**config.mk**
```make
export PLATFORM = sky130hd
export DESIGN_NAME = partsel_reg
export DESIGN_NICKNAME = d
export VERILOG_FILES = /design/src/rtl/partsel_reg.sv
export SDC_FILE = /design/constraint.sdc
export NUM_CORES = 1
export LEC_CHECK = 0
export BUFFER_PORTS_ARGS = -buffer_cell sky130_fd_sc_hd__buf_2
export CORE_AREA = 4 4 67 54
export DETAILED_ROUTE_END_ITERATION = 12
export DIE_AREA = 0 0 71 58
export PLACE_DENSITY = 0.82
export SLEW_MARGIN = 40
export SYNTH_ARGS = -nofsm -noshare
export SYNTH_HDL_FRONTEND = slang
export SYNTH_SLANG_ARGS = --single-unit
```
**constraint.sdc**
```tcl
create_clock -name clk -period 2.9 [get_ports clk]
set_input_delay 0.58 -clock clk [delete_from_list [all_inputs] [get_ports clk]]
set_output_delay 0.58 -clock clk [all_outputs]
set_load 0.02 [all_outputs]
```
**src/rtl/partsel_reg.sv**
```systemverilog
// Runtime-indexed bit/part-select register with a one-entry response buffer.
// Every accepted command updates the state vector and loads a response in the same edge.
module partsel_reg #(
  parameter  int               WIDTH     = 10,
  parameter  int               FIELD_W   = 2,
  parameter  logic [WIDTH-1:0] RESET_VAL = '1,
  localparam int               IDX_W     = ($clog2(WIDTH) > 1) ? $clog2(WIDTH) : 1
) (
  input  logic               clk,
  input  logic               rst_n,
  input  logic               cmd_valid,
  output logic               cmd_ready,
  input  logic [1:0]         cmd_op,
  input  logic [IDX_W-1:0]   cmd_idx,
  input  logic [FIELD_W-1:0] cmd_data,
  output logic               rsp_valid,
  input  logic               rsp_ready,
  output logic [FIELD_W-1:0] rsp_data,
  output logic               rsp_err,
  output logic [WIDTH-1:0]   reg_q
);

  typedef enum logic {
    S_EMPTY = 1'b0,
    S_FULL  = 1'b1
  } rsp_state_t;

  localparam logic [1:0] OP_BIT_WR = 2'b00;
  localparam logic [1:0] OP_FLD_WR = 2'b01;
  localparam logic [1:0] OP_FLD_RD = 2'b10;
  localparam logic [1:0] OP_FILL   = 2'b11;

  localparam logic [IDX_W:0]   C_WIDTH = (IDX_W+1)'(WIDTH);
  localparam logic [IDX_W:0]   C_FIELD = (IDX_W+1)'(FIELD_W);
  localparam logic [WIDTH-1:0] C_FMASK = WIDTH'({FIELD_W{1'b1}});
  localparam logic [WIDTH-1:0] C_BMASK = {{(WIDTH-1){1'b0}}, 1'b1};

  rsp_state_t         r_state;
  rsp_state_t         w_state_nxt;
  logic [WIDTH-1:0]   r_q;
  logic [FIELD_W-1:0] r_rsp_data;
  logic               r_rsp_err;

  logic               w_accept;
  logic [IDX_W:0]     w_idx_ext;
  logic               w_bit_err;
  logic               w_fld_err;
  logic [WIDTH-1:0]   w_bmask;
  logic [WIDTH-1:0]   w_fmask;
  logic [WIDTH-1:0]   w_fdata;
  logic               w_old_bit;
  logic [FIELD_W-1:0] w_old_field;
  logic [WIDTH-1:0]   w_q_nxt;
  logic [FIELD_W-1:0] w_rsp_data_nxt;
  logic               w_rsp_err_nxt;

  assign w_accept = cmd_valid && cmd_ready;

  // Range check is done one bit wider than the index so idx + FIELD_W cannot wrap.
  assign w_idx_ext = {1'b0, cmd_idx};
  assign w_bit_err = (w_idx_ext >= C_WIDTH);
  assign w_fld_err = ((w_idx_ext + C_FIELD) > C_WIDTH);

  // Shift-based select keeps out-of-range indices from producing X in simulation.
  assign w_bmask     = C_BMASK << cmd_idx;
  assign w_fmask     = C_FMASK << cmd_idx;
  assign w_fdata     = WIDTH'(cmd_data) << cmd_idx;
  assign w_old_bit   = |(r_q & w_bmask);
  assign w_old_field = FIELD_W'(r_q >> cmd_idx);

  always_comb begin
    w_q_nxt        = r_q;
    w_rsp_data_nxt = '0;
    w_rsp_err_nxt  = 1'b0;
    case (cmd_op)
      OP_BIT_WR: begin
        if (w_bit_err) begin
          w_rsp_err_nxt = 1'b1;
        end else begin
          w_q_nxt        = (r_q & ~w_bmask) | (cmd_data[0] ? w_bmask : '0);
          w_rsp_data_nxt = FIELD_W'(w_old_bit);
        end
      end
      OP_FLD_WR: begin
        if (w_fld_err) begin
          w_rsp_err_nxt = 1'b1;
        end else begin
          w_q_nxt        = (r_q & ~w_fmask) | (w_fdata & w_fmask);
          w_rsp_data_nxt = w_old_field;
        end
      end
      OP_FLD_RD: begin
        if (w_fld_err) begin
          w_rsp_err_nxt = 1'b1;
        end else begin
          w_rsp_data_nxt = w_old_field;
        end
      end
      OP_FILL: begin
        w_q_nxt = {WIDTH{cmd_data[0]}};
      end
      default: ;
    endcase
  end

  always_comb begin
    w_state_nxt = r_state;
    cmd_ready   = (r_state == S_EMPTY) || rsp_ready;
    case (r_state)
      S_EMPTY: if (w_accept) w_state_nxt = S_FULL;
      S_FULL:  if (rsp_ready && !w_accept) w_state_nxt = S_EMPTY;
      default: w_state_nxt = S_EMPTY;
    endcase
  end

  always_ff @(posedge clk or negedge rst_n) begin
    if (!rst_n) begin
      r_state <= S_EMPTY;
    end else begin
      r_state <= w_state_nxt;
    end
  end

  always_ff @(posedge clk or negedge rst_n) begin
    if (!rst_n) begin
      r_q        <= RESET_VAL;
      r_rsp_data <= '0;
      r_rsp_err  <= 1'b0;
    end else if (w_accept) begin
      r_q        <= w_q_nxt;
      r_rsp_data <= w_rsp_data_nxt;
      r_rsp_err  <= w_rsp_err_nxt;
    end
  end

  assign rsp_valid = (r_state == S_FULL);
  assign rsp_data  = r_rsp_data;
  assign rsp_err   = r_rsp_err;
  assign reg_q     = r_q;

endmodule

```
==> impl_metrics.csv, run 1 <==
group,metric,value,unit
sta,hold_violations,0,
finish,multiInputGateArea,1160,µm²
yosys,synthArstFlopShare,100,%
finish,mostFrequentLayoutCells,"26 x buf_2, 13 x a31oi_1, 11 x inv_1, 11 x nand2_1, 10 x dfstp_2",
status,status,"completed",
yosys,postSynthAreaPerCell,8.68,µm²
yosys,ys_types,56,
sta,hold_slack,0.232,ns
sta,fin_tns_setup,0,ns
critical_path,worst-setup-path-type,"in2reg",
clocking,clock_path_buffers,2,
sta,finalSetupViolCount,0,
placement,gp_congestion,0.998,
routing,routed_wl,5400,µm
critical_path,r2r-start,"rsp_valid$_DFF_PN0_",
sta,slew_headroom,64.9,%
placement,portBuffers,26,
yosys,yosys-top-cells-area,"dfstp_2 15%, ha_1 6.6%, dfrtp_1 5.9%",
clocking,clk_pin_slew,0.07,ns
finish,drive_above_1_share,30.0,%
routing,vias,1812,
critical_path,crit_chain,"buf_2, buf_4, inv_1, ha_1, and3b_1, or3_1, o211ai_1, mux2_4",
finish,antenna-diode-count,0,
clocking,cts_sinks,14,
yosys,synth_top_area_cell,"dfstp_2",
global_route,grt_pass1_vias,1749,
pwr,p_leak,0.820,nW
sta,finalMaxSlewViolations,0,
yosys,synthFlopType,"dfstp_2",
global_route,antenna_found_initial,0,
critical_path,rrSetupSlack,1.28,ns
sta,worst_pin_slew,0.527,ns
critical_path,critPathTopFamily,"simple AND/OR/NAND/NOR gates",
global_route,grt_pass1_wl,8830,µm
sta,grt_setup_unrepaired,"no",
critical_path,arrival,2.45,ns
routing,dr.pass1.iters,5,
yosys,synth_cells,196,
yosys,ys_warn_count,0,
clocking,hold_buffers,0,
finish,seqCellArea,363,µm²
sta,post-route-period-util,77.5,%
yosys,synth_seq_area_share,21.3,%
run,drv_cap,0,
routing,via_per_inst,7.22,
floorplanning,start_util,58.8,%
placement,dp_hpwl,3700,µm
routing,wl_per_cell,21.5,µm
critical_path,cp.required,3.10,ns
floorplanning,dieArea,4120,µm²
pwr,cellPowerDensity,520,nW/µm²
clocking,cts_buffers,3,
critical_path,start_kind,"input port",
critical_path,r2r_cells,5,
global_route,overflow,0,
yosys,syn_nets,217,
yosys,ys_ff_latch,14,
clocking,cts_root_buf,"clkbuf_8",
sta,fmax,445,MHz
routing,drcViolationCount,0,
finish,final_common_cell,"buf_2",
worst_hold_path,hold_class,"in2async",
critical_path,slowest_stage,"or3_1",
floorplanning,rows,17,
clocking,post_cts_resized,0,
routing,drt_first_iter_violations,252,
clocking,clk_latency,0.25,ns
routing,ant_nets,0,
floorplanning,io_pins,27,
yosys,synth_edf_count,0,
finish,fillers,258,
sta,period_minus_slack,2.25,ns
sta,finalClockSkew,0.00342,ns
yosys,synth_top_area_share,15.5,%
global_route,track_usage,27.2,%
critical_path,critPathCaptureType,"flop",
finish,area_growth,9.71,%
critical_path,path_buf_inv,3,
clocking,cts_htree_levels,1,
finish,nNetsFinal,235,
floorplanning,die_w,71,µm
yosys,netlist_area,1700,µm²
clocking,postCtsSetupBuffers,0,
floorplanning,core-area,2890,µm²
global_route,grt_max_degree,27,
critical_path,max_stage_delay,0.41,ns
floorplanning,die_h,58,µm
clocking,cts_tree,"yes",
critical_path,crit_fanout,26,
pwr,ir_drop,0.000369,V
## cells by family (layout without fill, tap and decap cells)
kind of cell	count (synthesis)	count (layout)	share of synthesized area, %
compound gates	79	79	35.5
flops	14	14	21.3
simple gates	48	48	17.4
buf+inv	33	50	10.3
fa+ha+maj	9	9	6.62
mux	13	13	8.83
## worst reg2reg max path: stages (launching register included)
cell     delay [ns]
dfrtp_1        0.39
nor2b_1        0.20
nor4_4         0.23
buf_4          0.23
and2_1         0.30
a32o_1         0.21
## metrics by stage
step	utilization, %	instance area, µm²	worst slack (ns)	power (W)	cells
final	64.5	1870	0.653	0.000970	251
after global routing	64.5	1870	0.588	0.00102	251
after floorplan	-	1700	0.706	0.000620	196
after detailed placement	62.5	1810	0.518	0.000757	247
after global placement	62.5	1810	0.574	0.000740	247
after CTS	64.4	1860	0.717	0.000961	251
## layer usage
metal | global-route usage, % | share of wire [%] | routed length (µm) | up-vias
li1 | - | - | - | 795
met1 | 38.4 | 41 | 2240 | 882
met2 | 40.3 | 44 | 2400 | 122
met3 | 6.76 | 12 | 662 | 13
met4 | 9.65 | 1.9 | 102 | 0
met5 | 0 | 0 | 0 | -
## synthesized netlist by cell type (3+ instances only)
| cell | n |
|---|---|
| dfrtp_1 | 4 |
| buf_6 | 4 |
| mux2i_1 | 6 |
| buf_2 | 8 |
| o21ai_0 | 8 |
| nand2_1 | 11 |
| dfstp_2 | 10 |
| a21oi_1 | 8 |
| mux2_4 | 3 |
| o211ai_1 | 3 |
| o2111a_1 | 3 |
| a22oi_1 | 3 |
| mux2_2 | 4 |
| a41oi_1 | 4 |
| nor3_1 | 5 |
| nor2b_1 | 7 |
| ha_1 | 9 |
| clkbuf_1 | 6 |
| inv_1 | 11 |
| a31oi_1 | 13 |
| a21o_1 | 8 |
| a32oi_1 | 6 |
| a22o_1 | 4 |
## cell type report
cell class	instances	area share, %
Multi-Input combinational cell	149	62.4
Inverter	12	2.41
Timing Repair Buffer	34	10.2
Sequential cell	14	19.5
Tap cell	38	2.55
Clock buffer	4	2.95
## worst max-delay path by stage
stage | startpoint | to | slack [ns] | cells after the start
final | cmd_idx[1] | flop | 0.65 | 8
after global routing | cmd_idx[0] | flop | 0.59 | 8
after CTS | cmd_idx[1] | flop | 0.72 | 8
after detailed placement | cmd_idx[0] | flop | 0.52 | 8
after global placement | cmd_idx[0] | flop | 0.57 | 8
after floorplan | cmd_idx[2] | flop | 0.71 | 10
## power by group
group          switching (W)  leakage [nW]  total (W)  internal [W]
Sequential         0.0000848         0.156   0.000358      0.000273
Clock              0.0000800        0.0288   0.000201      0.000121
Combinational       0.000240         0.635   0.000412      0.000171
Total               0.000405         0.820   0.000970      0.000565
No activity file was read; power rests on OpenSTA's default activity.
==> inputs of run 2 (changes only) <==
--- a/config.mk
+++ b/config.mk
@@ -6,10 +6,10 @@
 export NUM_CORES = 1
 export LEC_CHECK = 0
 export BUFFER_PORTS_ARGS = -buffer_cell sky130_fd_sc_hd__buf_2
-export CORE_AREA = 4 4 67 54
+export CORE_AREA = 4 4 69 55
 export DETAILED_ROUTE_END_ITERATION = 12
-export DIE_AREA = 0 0 71 58
-export PLACE_DENSITY = 0.82
+export DIE_AREA = 0 0 73 59
+export PLACE_DENSITY = 0.78
 export SLEW_MARGIN = 40
 export SYNTH_ARGS = -nofsm -noshare
 export SYNTH_HDL_FRONTEND = slang
==> constraint.sdc (replaced) <==
create_clock -name clk -period 2.2 [get_ports clk]
set_input_delay 0.44 -clock clk [delete_from_list [all_inputs] [get_ports clk]]
set_output_delay 0.44 -clock clk [all_outputs]
set_load 0.02 [all_outputs]
==> run 2 against run 1 <==
Effect of this change:
- clock-buffer cell count is the same
- via count shrank 3.9%
- first-iteration DRC count shrank 36%
- routed wire length shrank 8.1%
==> impl_metrics.csv, run 2 (same netlist as run 1, synthesis figures left out) <==
group,metric,value,unit
status,status,"completed",
floorplanning,die_w,73,µm
finish,drive_above_1_share,32.7,%
critical_path,r2r_cells,5,
routing,drcViolationCount,0,
placement,gp_congestion,0.947,
global_route,grt_pass1_wl,7790,µm
critical_path,critPathCaptureType,"flop",
sta,fmax,527,MHz
clocking,clock_path_buffers,2,
clocking,cts_root_buf,"clkbuf_8",
clocking,cts_tree,"yes",
global_route,track_usage,23.5,%
floorplanning,die_h,59,µm
sta,hold_violations,0,
sta,slew_headroom,72.5,%
clocking,cts_htree_levels,1,
critical_path,max_stage_delay,0.28,ns
critical_path,crit_fanout,11,
placement,place_inst,259,
floorplanning,io_pins,27,
routing,routed_wl,4960,µm
placement,portBuffers,26,
clocking,postCtsSetupBuffers,0,
critical_path,cp.required,2.38,ns
clocking,clk_pin_slew,0.07,ns
routing,via_per_inst,6.62,
critical_path,rrSetupSlack,0.66,ns
sta,grt_setup_unrepaired,"no",
sta,finalClockSkew,0.00424,ns
clocking,cts_buffers,3,
routing,wl_per_cell,18.9,µm
finish,antenna-diode-count,0,
placement,place_ws,0.0677,ns
routing,ant_nets,0,
global_route,overflow,0,
critical_path,start_kind,"input port",
routing,vias,1741,
finish,area_growth,14.1,%
worst_hold_path,hold_class,"in2async",
global_route,antenna_found_initial,0,
sta,layout_setup_ws,0.301,ns
floorplanning,rows,18,
floorplanning,start_util,53.5,%
finish,utilization,61.1,%
clocking,cts_sinks,14,
critical_path,worst-setup-path-type,"in2reg",
clocking,post_cts_resized,0,
global_route,grt_max_degree,21,
finish,fin_cells,263,
critical_path,r2r-start,"rsp_valid$_DFF_PN0_",
sta,post-route-period-util,86.3,%
finish,fillers,270,
floorplanning,core-area,3180,µm²
clocking,hold_buffers,0,
pwr,p_leak,0.870,nW
finish,final_common_cell,"buf_2",
sta,fin_tns_setup,0,ns
routing,drt_first_iter_violations,162,
pwr,ir_drop,0.000478,V
critical_path,slowest_stage,"a32o_1",
floorplanning,dieArea,4310,µm²
placement,dp_hpwl,3660,µm
sta,finalSetupViolCount,0,
critical_path,arrival,2.08,ns
finish,mostFrequentLayoutCells,"26 x buf_2, 18 x buf_4, 13 x a31oi_1, 11 x inv_1, 11 x nand2_1",
global_route,grt_pass1_vias,1516,
finish,nNetsFinal,245,
critical_path,crit_chain,"buf_2, nand2_1, inv_1, ha_1, o21ba_2, o2111ai_1, buf_4, and2_1, a32o_1",
pwr,cellPowerDensity,658,nW/µm²
clocking,clk_latency,0.26,ns
routing,dr.pass1.iters,5,
sta,finalMaxSlewViolations,0,
sta,worst_pin_slew,0.408,ns
sta,period_minus_slack,1.90,ns
run,drv_cap,0,
## run 2: worst max-delay path: cells and delay by family
family / cells / cell delay (ns)
AO/OA/AOI/OAI: 3 / 0.65
adder cells (fa/ha/maj): 1 / 0.27
buffers and inverters: 3 / 0.40
AND/OR/NAND/NOR: 2 / 0.31
## run 2: layout make-up
cell class / instances / area [µm²] / share of cell area, %
clock buffer: 4 / 55.1 / 2.84
inverter: 12 / 45.0 / 2.32
multi-input combinational: 149 / 1160 / 59.9
sequential: 14 / 363 / 18.7
tap: 40 / 50.0 / 2.58
timing repair buffer: 44 / 265 / 13.7
## run 2: worst max path at each step
stage,slack [ns],to,start
3_3_place_gp,0.11,flop,cmd_idx[1]
5_1_grt,0.22,flop,cmd_idx[1]
2_1_floorplan,0.15,flop,cmd_idx[2]
6_report,0.30,flop,cmd_idx[1]
4_1_cts,0.34,flop,cmd_idx[1]
3_5_place_dp,0.07,flop,cmd_idx[1]
## run 2: report_power, final
part	switching, W	internal (W)
Combinational	0.000310	0.000237
Sequential	0.000101	0.000359
Clock	0.000112	0.000159
## run 2: per-layer routing
layer	vias to the layer above	part of all wire, %	GRT usage [%]
met1	824	46	36.3
met4	0	0.20	3.68
met5	-	0	0
li1	809	-	-
met3	2	11	5.25
met2	106	43	33.6
## run 2: per-stage QoR
step / hold slack, ns / total power [W] / area (µm²)
2_1_floorplan: 0.144 / 0.000817 / 1700
3_3_place_gp: 0.366 / 0.000993 / 1890
4_1_cts: 0.0873 / 0.00127 / 1940
3_5_place_dp: 0.360 / 0.000999 / 1890
5_1_grt: 0.0922 / 0.00134 / 1940
6_report: 0.0852 / 0.00128 / 1940
